## config.mk

```make
export PLATFORM = sky130hd
export DESIGN_NAME = i2s_master_axis
export DESIGN_NICKNAME = d
export VERILOG_FILES = /design/src/rtl/i2s_master_axis.sv
export SDC_FILE = /design/constraint.sdc
export NUM_CORES = 1
export LEC_CHECK = 0
export BUFFER_PORTS_ARGS = -buffer_cell sky130_fd_sc_hd__buf_4
export CAP_MARGIN = 25
export CELL_PAD_IN_SITES_DETAIL_PLACEMENT = 0
export CELL_PAD_IN_SITES_GLOBAL_PLACEMENT = 1
export CORE_ASPECT_RATIO = 1.25
export CORE_MARGIN = 1
export CORE_UTILIZATION = 45
export DETAILED_ROUTE_END_ITERATION = 16
export MAX_ROUTING_LAYER = met4
export PLACE_DENSITY = 0.88
export SLEW_MARGIN = 20
export SYNTH_ARGS = -nofsm -noshare
export SYNTH_HDL_FRONTEND = slang
export SYNTH_SLANG_ARGS = --single-unit
export TNS_END_PERCENT = 20
```

## constraint.sdc

```tcl
create_clock -name ap_clk -period 3.5 [get_ports ap_clk]
set_input_delay 0.35 -clock ap_clk [delete_from_list [all_inputs] [get_ports ap_clk]]
set_output_delay 0.35 -clock ap_clk [all_outputs]
set_load 0.01 [all_outputs]
```

## src/rtl/i2s_master_axis.sv

```systemverilog
// I2S master: BCLK = ap_clk/(2*BCLK_DIV), 32-slot frames; record word valid 1 cycle after slot-0 rise.
// Playback accepts one word per frame on the wrap fall (missing -> underrun); unaccepted record word -> overrun.
module i2s_master_axis #(
    parameter int unsigned BCLK_DIV = 4
) (
    input  logic        ap_clk,
    input  logic        ap_rst_n,
    input  logic        enable,
    output logic        i2s_bclk,
    output logic        i2s_lrclk,
    output logic        i2s_sdout,
    input  logic        i2s_sdin,
    input  logic [31:0] s_axis_tdata,
    input  logic        s_axis_tvalid,
    output logic        s_axis_tready,
    output logic [31:0] m_axis_tdata,
    output logic        m_axis_tvalid,
    input  logic        m_axis_tready,
    input  logic        clear_status,
    output logic        underrun,
    output logic        overrun
);
    localparam logic [7:0] DIV_LAST = 8'(BCLK_DIV - 1);

    logic [7:0]  r_div;
    logic        r_bclk;
    logic [4:0]  r_bit_cnt;
    logic        r_sdout;
    logic [31:0] r_tx_word;
    logic [31:0] r_rx_shift;
    logic        r_sdin_q;
    logic        r_first;
    logic [31:0] r_m_dat;
    logic        r_m_vld;
    logic        r_underrun;
    logic        r_overrun;

    logic        w_tick;
    logic        w_rise;
    logic        w_fall;
    logic        w_wrap;
    logic        w_rx_done;
    logic        w_m_hs;
    logic        w_m_load;
    logic        w_set_ovr;
    logic        w_set_und;
    logic [31:0] w_rx_word;

    assign w_tick    = enable && (r_div == DIV_LAST);
    assign w_rise    = w_tick && !r_bclk;
    assign w_fall    = w_tick && r_bclk;
    assign w_wrap    = w_fall && (r_bit_cnt == 5'd31);
    assign w_rx_done = w_rise && (r_bit_cnt == 5'd0);
    assign w_rx_word = {r_rx_shift[30:0], r_sdin_q};
    assign w_m_hs    = r_m_vld && m_axis_tready;
    // The first word after a (re)start only holds the last two slots, so it is dropped.
    assign w_m_load  = w_rx_done && !r_first && (!r_m_vld || m_axis_tready);
    assign w_set_ovr = w_rx_done && !r_first && r_m_vld && !m_axis_tready;
    assign w_set_und = w_wrap && !s_axis_tvalid;

    always_ff @(posedge ap_clk or negedge ap_rst_n) begin
        if (!ap_rst_n) begin
            r_div      <= '0;
            r_bclk     <= 1'b0;
            r_bit_cnt  <= 5'd31;
            r_sdout    <= 1'b0;
            r_tx_word  <= '0;
            r_rx_shift <= '0;
            r_sdin_q   <= 1'b0;
            r_first    <= 1'b1;
        end else begin
            r_sdin_q <= i2s_sdin;
            if (!enable) begin
                r_div      <= '0;
                r_bclk     <= 1'b0;
                r_bit_cnt  <= 5'd31;
                r_sdout    <= 1'b0;
                r_tx_word  <= '0;
                r_rx_shift <= '0;
                r_first    <= 1'b1;
            end else begin
                r_div <= w_tick ? '0 : r_div + 8'd1;
                if (w_tick) begin
                    r_bclk <= ~r_bclk;
                end
                // One-bit I2S delay: slot 0 still carries bit 0 of the previous word.
                if (w_fall) begin
                    r_bit_cnt <= r_bit_cnt + 5'd1;
                    if (w_wrap) begin
                        r_sdout   <= r_tx_word[0];
                        r_tx_word <= s_axis_tvalid ? s_axis_tdata : '0;
                    end else begin
                        r_sdout <= r_tx_word[5'd31 - r_bit_cnt];
                    end
                end
                if (w_rise) begin
                    r_rx_shift <= w_rx_word;
                end
                if (w_rx_done) begin
                    r_first <= 1'b0;
                end
            end
        end
    end

    always_ff @(posedge ap_clk or negedge ap_rst_n) begin
        if (!ap_rst_n) begin
            r_m_vld    <= 1'b0;
            r_m_dat    <= '0;
            r_underrun <= 1'b0;
            r_overrun  <= 1'b0;
        end else begin
            if (w_m_load) begin
                r_m_vld <= 1'b1;
                r_m_dat <= w_rx_word;
            end else if (w_m_hs) begin
                r_m_vld <= 1'b0;
            end
            r_underrun <= w_set_und | (r_underrun & ~clear_status);
            r_overrun  <= w_set_ovr | (r_overrun & ~clear_status);
        end
    end

    assign i2s_bclk      = r_bclk;
    assign i2s_lrclk     = r_bit_cnt[4];
    assign i2s_sdout     = r_sdout;
    assign s_axis_tready = w_wrap;
    assign m_axis_tdata  = r_m_dat;
    assign m_axis_tvalid = r_m_vld;
    assign underrun      = r_underrun;
    assign overrun       = r_overrun;
endmodule
```

==> reports/qor.txt <==
PostCTS Resize Cnt = 0
Synth top area share = 56.7%
Place WS = 853 ps
max-cap violation count = 0
gr usage total = 19.3%
TritonCTS clock tree = done
prevailing post-synth register cell = dfrtp_1
post-route ant nets = 0
Hold-fix buffers, CTS = 0
setup TNS after final layout = 0 ps
Synthesized Nets = 442
Final #Nets = 516
top area cells in the synthesized netlist = dfrtp_1, mux2_2, nand2_1
fraction of final layout cells with drive strength greater than 1 = 33.8%
worst min path class = primary input to asynchronous set/reset pin
number of global-route vias before repair = 3,268
Die Span Y = 118 um
clock sink count = 115
fraction of the mapped netlist area in compound gates = 11.2%
number of filler cells placed in the layout = 841
proportion of synthesized chip area in sequential cells = 60.0%
worst hold margin = 29.3 ps
Slew HR = 46.4%
number of instances in the synthesized netlist = 399
Post-Syn Area = 4810 um^2
via count = 3,250
wire length of the first global-routing pass = 16,000 um
static leakage = 2.96 nW
Clock transition at path regs = 50 ps
cell type with the largest total area after synthesis = dfrtp_1
number of instances in the placed design = 583
Clk Tree Root Cell = clkbuf_16
post-synthesis share of cell area spent on xor and xnor gates = 1.82%
post-route total power = 3.19 mW
core box area = 10,300 um^2
combinational family with the most area after synthesis = multiplexers
most numerous cell types in the synthesized netlist = dfrtp_1, nand2_1, mux2_2
number of buffers created by CTS = 17
proportion of synthesized area in mux cells = 11.4%
final instance area = 6070 um^2
Row Count = 41
proportion of synthesized flip-flops having asynchronous set or reset = 100%
final clock skew = 7.19 ps
Final Max Tran Viols = 0
type of destination of the critical path = flop
drt total wl = 9440 um
number of setup buffers added after CTS = 0
pin count of the biggest net entering global routing = 64
type of the setup path with the least slack = flop to flop
unrepaired setup endpoints after global routing = no
library cell with the highest instance count after synthesis = dfrtp_1
antenna cell count = 0
arrival time of data at the critical path endpoint = 3010 ps
die boundary width = 94.5 um
EDFF count, synth = 0
upper clock frequency limit = 374 MHz
iteration count of the initial detailed-routing pass = 5
Final Hold Viols = 0
pin slew with the least headroom to its limit = 805 ps
Final min period = 2680 ps
adder-cell share of the synthesized area = 1.04%
initial antenna violation count = 0
status = complete, no violations
DRC violation count after routing = 0
number of H-tree levels = 4
initial standard-cell utilization of the core = 46.9%
overflow left after global routing = 0
vias per cell = 5.29
number of DRC markers in iteration 0 = 146
cell area power density = 526 nW/um^2
Warnings, synthesis = 0
cell area after placement = 5470 um^2
flip-flop and latch count after synthesis = 115
startpoint kind of the worst setup timing path = flop
wire per inst = 15.4 um
IO buf count = 77
Boundary Pins = 78
largest driver fanout on the critical path = 21
fraction of the core area covered by cells at the end of the flow = 59.1%
global placer's final weighted congestion = 0.796
setup slack after layout = 825 ps
Post-DP HPWL = 6080 um
Final setup violation count = 0
required time at the endpoint of the critical path = 3840 ps
post-synth cell types = 42
area of the die = 11,100 um^2
Final Cycle Share = 76.4%
Layout area overhead = 26.1%
non-filler instance count after layout = 614
r2r worst-path depth = 7
IR drop worst, VDD = 0.000330 V
worst skew pair latency = 400 ps
synthesized-area fraction occupied by and/or/nand/nor cells = 11.0%
mean instance size in the synthesized netlist = 12.1 um^2
deepest clock path buffer count = 2
-- state kept, by name (all words and copies together), names as in the netlist --
name,count
i2s_bclk,1
i2s_sdout,1
m_axis_tdata,32
m_axis_tvalid,1
overrun,1
r_bit_cnt,5
r_div,8
r_first,1
r_rx_shift,31
r_sdin_q,1
r_tx_word,32
underrun,1
-- cell type report --
type | count | area (um^2) | area share [%]
Clock inverter | 10 | 131 | 2.17
Clock buffer | 21 | 470 | 7.75
Inverter | 8 | 30.0 | 0.495
Sequential cell | 115 | 2890 | 47.6
Multi-Input combinational cell | 249 | 1760 | 29.0
Tap cell | 129 | 161 | 2.66
Timing Repair Buffer | 82 | 628 | 10.4
-- power breakdown --
part	switching [mW]	internal (mW)	leakage, nW
clock network	0.572	1.16	0.298
logic	0.0668	0.0428	1.08
registers	0.00802	1.34	1.58
-- cell families (layout without fill, tap and decap cells) --
kind of cell	Yosys count	in the layout
flip-flops	115	115
AO/OA/AOI/OAI	78	78
XOR/XNOR	10	10
AND/OR/NAND/NOR	114	114
multiplexers	43	43
adder cells (fa/ha/maj)	4	4
buffers and inverters	35	121
-- layout by cell type (no fill, tap or decap), types with 3 or more instances in the layout --
| cell type | netlist | routed |
|---|---|---|
| buf_4 | 0 | 81 |
| nand3_1 | 4 | 4 |
| mux4_2 | 6 | 6 |
| a22o_1 | 32 | 32 |
| and3_1 | 6 | 6 |
| clkbuf_16 | 0 | 17 |
| o21ai_1 | 3 | 3 |
| dfstp_2 | 6 | 6 |
| clkinv_2 | 0 | 5 |
| xnor2_1 | 7 | 7 |
| a21oi_1 | 4 | 3 |
| o21ai_0 | 28 | 28 |
| dfrtp_1 | 109 | 109 |
| bufinv_16 | 0 | 3 |
| nor2_1 | 13 | 12 |
| nand2_1 | 76 | 76 |
| nand2b_1 | 4 | 4 |
| mux2i_1 | 3 | 3 |
| inv_1 | 8 | 8 |
| xor2_1 | 3 | 3 |
| ha_1 | 4 | 4 |
| mux2_2 | 33 | 33 |
| clkbuf_8 | 0 | 3 |
-- per-layer routing --
layer / part of all wire [%] / global-route usage [%] / vias up
li1: - / - / 1550
met1: 44 / 24.3 / 1605
met2: 50 / 29.2 / 86
met3: 5.2 / 6.14 / 9
met4: 0.99 / 7.10 / 0
met5: 0 / - / -
-- worst max-delay path, cell delays in order, from the launching register on --
cell	delay, ps
dfstp_2	730
ha_1	240
and3_1	170
ha_1	260
nand4_1	250
nor2_2	450
buf_4	330
a22o_1	170
-- path summary, 6_finish.rpt --
path | from | to | slack (ps)
max | r_bit_cnt[0] | r_tx_word[24] | 820
min | ap_rst_n | m_axis_tdata[15] | 30
max reg2reg | r_bit_cnt[0] | r_tx_word[24] | 820
min reg2reg | r_div[0] | r_div[0] | 470
max in group asynchronous | ap_rst_n | r_bit_cnt[0] | 2660
min in group ap_clk | i2s_sdin | r_sdin_q | 50
Power figures use the tool's default switching activity.
